### src/rtl/sprite_loader.sv
// sprite_loader: takes pixel bytes over a valid/ready handshake and shifts them
// LSB-first into the sprite shift register, one pixel per permitted cycle.
module sprite_loader #(
    parameter int WIDTH  = 12,
    parameter int HEIGHT = 12
) (
    input  logic       clk,
    input  logic       reset,
    input  logic       start,
    input  logic       abort,
    input  logic [7:0] byte_in,
    input  logic       byte_valid,
    output logic       byte_ready,
    input  logic       allow,
    output logic       shiftf,
    output logic       load,
    output logic       data_out,
    output logic       busy,
    output logic       done
);

    localparam int TOTAL = WIDTH * HEIGHT;
    localparam int CW    = $clog2(TOTAL + 1);

    typedef enum logic [1:0] {
        IDLE,
        WAIT_BYTE,
        SHIFT,
        DONE
    } state_t;

    state_t          state_q, state_d;
    logic [7:0]      buf_q, buf_d;
    logic [3:0]      bit_q, bit_d;
    logic [CW-1:0]   pix_q, pix_d;
    logic            shift_en;
    logic [3:0]      bit_inc;
    logic [CW-1:0]   pix_inc;

    // A shift happens only in SHIFT while the display grants the load window,
    // so the sprite register sees shiftf/load in the same cycle as allow.
    assign shift_en   = (state_q == SHIFT) && allow;
    assign bit_inc    = bit_q + 4'd1;
    assign pix_inc    = pix_q + CW'(1);

    assign shiftf     = shift_en;
    assign load       = shift_en;
    assign data_out   = buf_q[0];
    assign byte_ready = (state_q == WAIT_BYTE);
    assign busy       = (state_q != IDLE);
    assign done       = (state_q == DONE);

    // State, byte buffer, bit index and pixel counter; reset clears everything.
    always_ff @(posedge clk) begin
        if (reset) begin
            state_q <= IDLE;
            buf_q   <= '0;
            bit_q   <= '0;
            pix_q   <= '0;
        end else begin
            state_q <= state_d;
            buf_q   <= buf_d;
            bit_q   <= bit_d;
            pix_q   <= pix_d;
        end
    end

    // Next-state logic: the last-pixel check outranks the end-of-byte check,
    // so unused high bits of a partial last byte are simply dropped.
    always_comb begin
        state_d = state_q;
        buf_d   = buf_q;
        bit_d   = bit_q;
        pix_d   = pix_q;

        if (shift_en) begin
            buf_d = {1'b0, buf_q[7:1]};
            bit_d = bit_inc;
            pix_d = pix_inc;
        end

        case (state_q)
            IDLE: begin
                if (start) begin
                    state_d = WAIT_BYTE;
                    pix_d   = '0;
                    bit_d   = '0;
                end
            end
            WAIT_BYTE: begin
                if (abort) begin
                    state_d = IDLE;
                end else if (byte_valid) begin
                    buf_d   = byte_in;
                    bit_d   = '0;
                    state_d = SHIFT;
                end
            end
            SHIFT: begin
                if (abort) begin
                    state_d = IDLE;
                end else if (shift_en) begin
                    if (pix_inc == CW'(TOTAL)) begin
                        state_d = DONE;
                    end else if (bit_inc == 4'd8) begin
                        state_d = WAIT_BYTE;
                    end
                end
            end
            DONE: begin
                state_d = IDLE;
            end
            default: begin
                state_d = IDLE;
            end
        endcase
    end

endmodule

### config.mk
export PLATFORM = sky130hd
export DESIGN_NAME = sprite_loader
export DESIGN_NICKNAME = d
export VERILOG_FILES = /design/src/rtl/sprite_loader.sv
export SDC_FILE = /design/constraint.sdc
export NUM_CORES = 1
export LEC_CHECK = 0
export CAP_MARGIN = 30
export CORE_MARGIN = 2
export CORE_UTILIZATION = 49
export CTS_BUF_LIST = sky130_fd_sc_hd__clkbuf_8
export DETAILED_ROUTE_END_ITERATION = 8
export PLACE_DENSITY = 0.77
export SYNTH_ARGS = -nofsm -noshare
export SYNTH_HDL_FRONTEND = slang
export SYNTH_SLANG_ARGS = --single-unit
### constraint.sdc
create_clock -name clk -period 1.55 [get_ports clk]
set_input_delay 0.31 -clock clk [delete_from_list [all_inputs] [get_ports clk]]
set_output_delay 0.31 -clock clk [all_outputs]
set_load 0.01 [all_outputs]
-- Yosys cells after proc, flatten, opt, wreduce, memory -nomap -nowiden
Cells that the tools add are included.
- bits in registers: 22
- input port bits: 14
- output and inout bits: 6
- add/sub/neg operators: 2
- equality and inequality tests: 9
- multiplexer cells: 20
- reductions and logical operators: 4
- operators by type and width (kind ; number):
    $mux 8 ; 7
    $mux 4 ; 4
    $mux 2 ; 7
    $add 8x1->8 const B ; 1
    $eq 8x8->1 const B ; 1
    $pmux 2 s4 ; 1
    $pmux 4 s2 ; 1
    $ne 3x3->1 const B ; 2
    $add 4x1->4 const B ; 1
    $eq 2x2->1 const B ; 2
    $eq 4x4->1 const B ; 1
    $ne 4x2->1 const B ; 1
    $reduce_and 4->1 ; 1
    $eq 2x1->1 const B ; 1
    $logic_not 2->1 ; 1
    $ne 2x2->1 const B ; 1
    $reduce_bool 2->1 ; 1
    $logic_and 1x1->1 ; 1

-- Depth between registers and ports, before layout
Gate-level depths: netlist of run 1.
- depth in word-level cells: 7
- depth in mapped cells: 5
- depth with buffers taken out: 5

-- Least setup slack after synthesis of run 1
Ideal clock, no wire load.
- kind: register to register
- start point: reg pix_q[0]
- end point: reg state_q[0]
- setup time: 0.077 ns
- data arrival time: 1.422 ns
- required time: 1.473 ns
- setup slack: 0.051 ns
- cell stages (with the launch flop): 6
- path buffers: 0
- cell sequence: dfxtp_1 -> ha_1 -> or3b_1 -> a31oi_2 -> o211ai_1 -> a41oi_2
- longest elaborated chain between the ends: 6
- elaborated cells on any way between the ends: 8
- ends and longest elaborated chain (what ; RTL line ; RTL):
    start: declaration ; 35 ; logic [CW-1:0] pix_q, pix_d;
    start signal: assignment ; 64 ; pix_q <= pix_d;
    $add 8x1->8 (*) ; 44 ; assign pix_inc = pix_q + CW'(1);
    $eq 8x8->1 (*) ; 103 ; if (pix_inc == CW'(TOTAL)) begin
    $mux 2 ; 103 ;
    $mux 2 ; 102 ; end else if (shift_en) begin
    $mux 2 ; 100 ; if (abort) begin
    $pmux 2 s4 ; 82 ; case (state_q)
    end signal: assignment ; 61 ; state_q <= state_d;
    end: declaration ; 32 ; state_t state_q, state_d;
Mark *: on every way between the ends. The rest lies on a longest branch, timed or not. The select of a mux whose other input is x is not followed.
A chain may end at the register's enable or synchronous reset.

-- Worst setup path in the final report of run 1
- start point: reg state_q[0]
- end point: out load
- longest elaborated chain between the ends: 2
- ends and longest elaborated chain (what ; RTL line ; RTL):
    $eq 2x2->1 ; 42 ; assign shift_en = (state_q == SHIFT) && allow;
    $logic_and 1x1->1 ; 42 ;
    end: declaration ; 16 ; output logic load,
No other way between the ends.

==> results.json, run 1 <==
{
  "status": "complete, no violations",
  "slew_headroom": 0.819,
  "min_path_type": "flip-flop to flip-flop",
  "async_flop_share": 0,
  "port_buffers": 19,
  "ys_top_cells_by_area": "dfxtp_1, nand2_1, nor2_1",
  "grt.total_usage": 0.203,
  "fin_crit_sh": 0.943,
  "synth-seq-cells": 22,
  "syn_area_um2": 1200,
  "met1_length_um": 1200,
  "slowest_stage": "dfxtp_4",
  "grt_pass1_vias": 985,
  "worstSetupPathType": "flip-flop to output port",
  "drt_wl_total_um": 2570,
  "vias": 1038,
  "p_total_uw": 1110,
  "yosys_warnings": 0,
  "clk_pin_slew_ns": 0.08,
  "num_rows": 17,
  "final_core_util": 0.680,
  "synthSimpleGateAreaFrac": 0.305,
  "routedWlPerCell_um": 13.3,
  "clk-insertion-delay-late_ns": 0.26,
  "multi_input_area_um2": 687,
  "critPathCaptureType": "output port",
  "die_w_um": 53.4,
  "synth_top_family_by_area": "simple AND/OR/NAND/NOR gates",
  "synth_area_leader_cell": "dfxtp_1",
  "syn_avg_cell_area_um2": 8.73,
  "period_minus_slack_ns": 1.46,
  "start_util": 0.531,
  "synth.top_cell.area_share": 0.368,
  "syn_nets": 154,
  "rsz0062_at_grt": "no",
  "synth-xor-area-share": 0.0732,
  "cap_violations": 0,
  "fin_worst_hold_slack_ns": 0.487,
  "fp.dieArea_um2": 2850,
  "cts_root_buffer": "clkbuf_8",
  "clock-sinks": 22,
  "core_area_um2": 2250,
  "ys.flop_type": "dfxtp_1",
  "antenna_cells": 0,
  "min_delay_path_depth": 2,
  "max_freq_mhz": 684,
  "htree_levels": 1,
  "n_fill_cell": 191,
  "power_per_cell_area_nw_per_um2": 726,
  "antenna_found_initial": 0,
  "finish.net_count": 183,
  "synthMuxAreaShare": 0.0126,
  "grt_pass1_wl_um": 4180,
  "cts_tree": "yes",
  "synth_commonest_cells": "dfxtp_1, nand2_1, nor2_1, a21oi_1, xnor2_1",
  "worstHoldEndpoint": "buf_q[7]",
  "synth_cell_type_count": 39,
  "drtIter0Drc": 12,
  "irDropWorstVdd_uv": 619,
  "clock_skew_ns": 0.00283,
  "io_pins": 20,
  "grt_max_degree": 17,
  "r2r_slack_ns": 0.11,
  "start_kind": "flip-flop",
  "grt-ovfl-total": 0,
  "route.met3.wl_um": 40,
  "dr.max_layer_used": "met4",
  "cp.arrival_ns": 1.15,
  "drc": 0,
  "via_per_inst": 5.38,
  "setup_viol": 0,
  "timing.critical_path.required_ns": 1.24,
  "hold_start": "buf_q[7]",
  "area_delta_synth_final_pct": 28.2,
  "dr_wl_met2_um": 1270,
  "synth-compound-area-share": 0.152,
  "gp_congestion": 0.734,
  "crit_chain": "nand3b_4, clkinv_2, dlygate4sd2_1",
  "fp.dieH_um": 53.4,
  "yosysSeqAreaShare": 0.368,
  "reg2reg_from": "pix_q[0]",
  "netlist_instances": 137,
  "cts_buffer_depth": 2,
  "place_hpwl_um": 1930,
  "cts_setup_buffers": 0,
  "seq_area_um2": 448,
  "synthAdderAreaFrac": 0.0314,
  "layout-drive-gt1-share": 0.194,
  "tightest_slew_ns": 0.271,
  "cpPeakStageDelay_ns": 0.38,
  "postRouteAntennaNets": 0,
  "synth_enable_flop_cells": 0,
  "drt_first_pass_iters": 4,
  "final_hold_viol_count": 0,
  "report.final.slew_viol_count": 0,
  "r2r_end": "state_q[0]",
  "worst_r2r_path_depth": 5,
  "leakage_uw": 0.000588,
  "hold_buffers": 0,
  "cts_buffers": 3,
  "cp_max_fo": 6
}
-- state kept, by name, summed over array words and instances, names as in the netlist --
signal and cells:
bit_q 4, pix_q 8, buf_q 8, state_q 2
-- logic make-up after synthesis --
logic type | Yosys count
DFF | 22
buffers and inverters | 12
xor gates and xnor gates | 10
adders and majority gates | 3
AOI/OAI and AO/OA | 21
muxes | 1
and+or+nand+nor | 68
-- worst max path at each step --
| stage | startpoint | to | cells after the start |
|---|---|---|---|
| floorplan | pix_q[0] | state_q[0] | 5 |
| finish | state_q[0] | load | 3 |
| CTS | pix_q[0] | state_q[0] | 5 |
| global placement | allow | shiftf | 4 |
| global route | state_q[0] | load | 3 |
| detailed placement | allow | shiftf | 4 |
-- stage by stage --
step | area, µm² | setup WS (ns) | cells | TNS (ns)
after CTS | 1530 | 0.00868 | 193 | 0
after global routing | 1530 | 0.0182 | 193 | 0
after detailed placement | 1480 | -0.336 | 189 | -2.35
after floorplan | 1200 | 0.0513 | 137 | 0
after global placement | 1480 | -0.335 | 189 | -1.92
final | 1530 | 0.0877 | 193 | 0
-- report_power, final --
group | internal, µW | total (µW) | switching (µW)
Combinational | 69.6 | 121 | 51.7
Clock | 226 | 412 | 185
Sequential | 573 | 581 | 7.92
-- per-layer routing --
metal	global-route usage	up-vias
met5	0	-
met4	0.0726	0
met3	0.0452	8
met2	0.348	14
met1	0.246	487
li1	-	529
-- cells in the final DEF (no fill, tap or decap), types with 2 or more instances in the layout --
master,instances
nand2_1,22
dfxtp_1,20
nor2_1,19
clkdlybuf4s50_1,13
buf_4,12
a21oi_1,6
xnor2_1,6
dlygate4sd2_1,6
nand4_1,5
a311oi_1,4
xor2_1,4
clkbuf_8,4
inv_1,3
a311oi_2,3
nand2b_1,3
ha_1,3
nand3_2,2
nor3_1,2
nor3b_1,2
nand3_1,2
nand4b_1,2
o21a_1,2
dfxtp_4,2
-- timing repair --
| action | 4_1_cts | 5_1_grt |
|---|---|---|
| hold endpoints to repair | 0 | 0 |
| pin swaps | 0 | 3 |
| resized for setup | 9 | 1 |
| endpoints found under the setup margin | 5 | 2 |
-- area by class of cell --
cell class / count / share of cell area
repair buffers: 32 / 0.191
multi-input cells: 103 / 0.448
inverters: 4 / 0.0106
well taps: 28 / 0.0228
flip-flops and latches: 22 / 0.292
clock buffers: 4 / 0.0359
-- worst max-delay path: cells and delay by family, from the launching register on --
| family | cells | cell delay, ns |
|---|---|---|
| buf+inv | 2 | 0.38 |
| flops | 1 | 0.38 |
| simple gates | 1 | 0.13 |
No activity file was read; power rests on OpenSTA's default activity.
==> run 2: changes to the inputs <==
==> constraint.sdc (replaced) <==
create_clock -name clk -period 1.55 [get_ports clk]
set_input_delay 0.3875 -clock clk [delete_from_list [all_inputs] [get_ports clk]]
set_output_delay 0.3875 -clock clk [all_outputs]
set_load 0.01 [all_outputs]
==> run 2 against run 1 <==
Fmax is 3.7% lower. Die area stayed put. Clock-buffer cell count stayed put. Largest cell class unchanged. Largest power group unchanged. Highest routed layer unchanged.
==> results.json, run 2 (synthesis results as in run 1) <==
{
  "gp_congestion": 0.717,
  "crit_chain": "clkdlybuf4s50_1",
  "grt_pass1_wl_um": 4710,
  "setup_tns_ns": 0,
  "htree_levels": 1,
  "drc": 0,
  "r2r_end": "state_q[0]",
  "slowest_stage": "clkdlybuf4s50_1",
  "cts_buffer_depth": 2,
  "fp.dieArea_um2": 2850,
  "cts_buffers": 3,
  "crit_cells": 1,
  "vias": 1082,
  "num_rows": 17,
  "die_w_um": 53.4,
  "routedWlPerCell_um": 13.8,
  "grt.total_usage": 0.224,
  "worstSetupPathType": "flip-flop to output port",
  "final_core_util": 0.689,
  "area_delta_synth_final_pct": 29.8,
  "drtIter0Drc": 19,
  "grt-ovfl-total": 0,
  "slew_headroom": 0.808,
  "clock-sinks": 22,
  "final_cell_mix": "nand2_1, dfxtp_1, nor2_1, buf_4, clkdlybuf4s50_1",
  "cpPeakStageDelay_ns": 0.54,
  "grt_pass1_vias": 1103,
  "layout.cells.most_common": "nand2_1",
  "status": "complete, no violations",
  "cap_violations": 0,
  "path_delay_family": "buffers and inverters",
  "cp_max_fo": 2,
  "tightest_slew_ns": 0.288,
  "cp-endpoint": "data_out",
  "core_area_um2": 2250,
  "final_hold_viol_count": 0,
  "clk_pin_slew_ns": 0.08,
  "via_per_inst": 5.55,
  "clock_skew_ns": 0.00244,
  "start_util": 0.531,
  "layout-drive-gt1-share": 0.234,
  "place_hpwl_um": 1930,
  "cp.arrival_ns": 1.13,
  "antenna_cells": 0,
  "cp.buffers_inverters": 1,
  "start_kind": "flip-flop",
  "grt_max_degree": 17,
  "fin_crit_sh": 0.980,
  "cp-startpoint": "buf_q[0]",
  "timing.critical_path.required_ns": 1.16,
  "port_buffers": 19,
  "worst_r2r_path_depth": 5,
  "place_inst": 191,
  "leakage_uw": 0.000588,
  "critPathCaptureType": "output port",
  "power_per_cell_area_nw_per_um2": 720,
  "report.final.slew_viol_count": 0,
  "fp.dieH_um": 53.4,
  "max_freq_mhz": 658,
  "reg2reg_from": "pix_q[0]",
  "setup_viol": 0,
  "largest_registers": "buf_q (8), pix_q (8), bit_q (4)",
  "final_cells": 195,
  "irDropWorstVdd_uv": 719,
  "drt_wl_total_um": 2700,
  "finish.net_count": 185,
  "cts_setup_buffers": 0,
  "drt_first_pass_iters": 4,
  "io_pins": 20,
  "postRouteAntennaNets": 0,
  "r2r_slack_ns": 0.05,
  "clk-insertion-delay-late_ns": 0.26,
  "min_path_type": "flip-flop to flip-flop",
  "cts_tree": "yes",
  "cts_root_buffer": "clkbuf_8",
  "antenna_found_initial": 0,
  "period_minus_slack_ns": 1.52
}
==> run 2: changes by cell type in the layout (fill, tap and decap cells not counted), sizes merged <==
cell,before,now
dlygate4sd2,6,2
clkbuf,4,7
buf,13,15
clkdlybuf4s15,0,1
==> run 2: repair_timing <==
item,CTS,global route
gates resized for setup,14,6
hold buffers,0,0
setup endpoints to repair,7,4
pin swaps,1,2
==> run 2: power by group <==
group | internal (µW) | switching, µW | leakage, µW | total (µW)
Combinational | 72.4 | 53.7 | 0.000380 | 126
Clock | 226 | 184 | 0.0000288 | 410
Sequential | 573 | 7.96 | 0.000179 | 581
==> run 2: area by class of cell <==
| class | instances | area, µm² |
|---|---|---|
| tap | 28 | 35.0 |
| fill | 178 | 702 |
| clock buffer | 4 | 55.1 |
| multi-input combinational | 103 | 701 |
| inverter | 4 | 16.3 |
| timing repair buffer | 34 | 298 |
| sequential | 22 | 448 |
==> run 2: per-layer routing <==
| metal | global-route usage | vias up | part of all wire |
|---|---|---|---|
| li1 | - | 535 | - |
| met1 | 0.263 | 527 | 0.44 |
| met2 | 0.395 | 16 | 0.53 |
| met3 | 0.0452 | 4 | 0.020 |
| met4 | 0.0812 | 0 | 0.011 |
| met5 | 0 | - | 0 |
==> run 2: metrics by stage <==
stage | setup slack [ns] | power (µW) | hold WS (ns) | cell area [µm²]
after floorplan | 0.0513 | 650 | 0.448 | 1200
after global placement | -0.492 | 723 | 0.457 | 1490
after detailed placement | -0.516 | 726 | 0.468 | 1490
after CTS | 0.00751 | 1130 | 0.480 | 1550
after global routing | -0.0192 | 1160 | 0.502 | 1550
final | 0.0311 | 1120 | 0.483 | 1550
==> run 2: worst min path at each step <==
stage | slack, ns | endpoint | startpoint | cells after the start
after CTS | 0.48 | buf_q[7] | buf_q[7] | 2
after global routing | 0.50 | buf_q[7] | buf_q[7] | 2
final | 0.48 | buf_q[7] | buf_q[7] | 2
after detailed placement | 0.47 | buf_q[7] | buf_q[7] | 2
after global placement | 0.46 | buf_q[7] | buf_q[7] | 2
after floorplan | 0.45 | buf_q[7] | buf_q[7] | 2
==> run 2: tightest hold or removal path, cell delays in order (launching register included) <==
cell and delay, ns:
dfxtp_1 0.32, nand3_1 0.06, a21oi_1 0.06
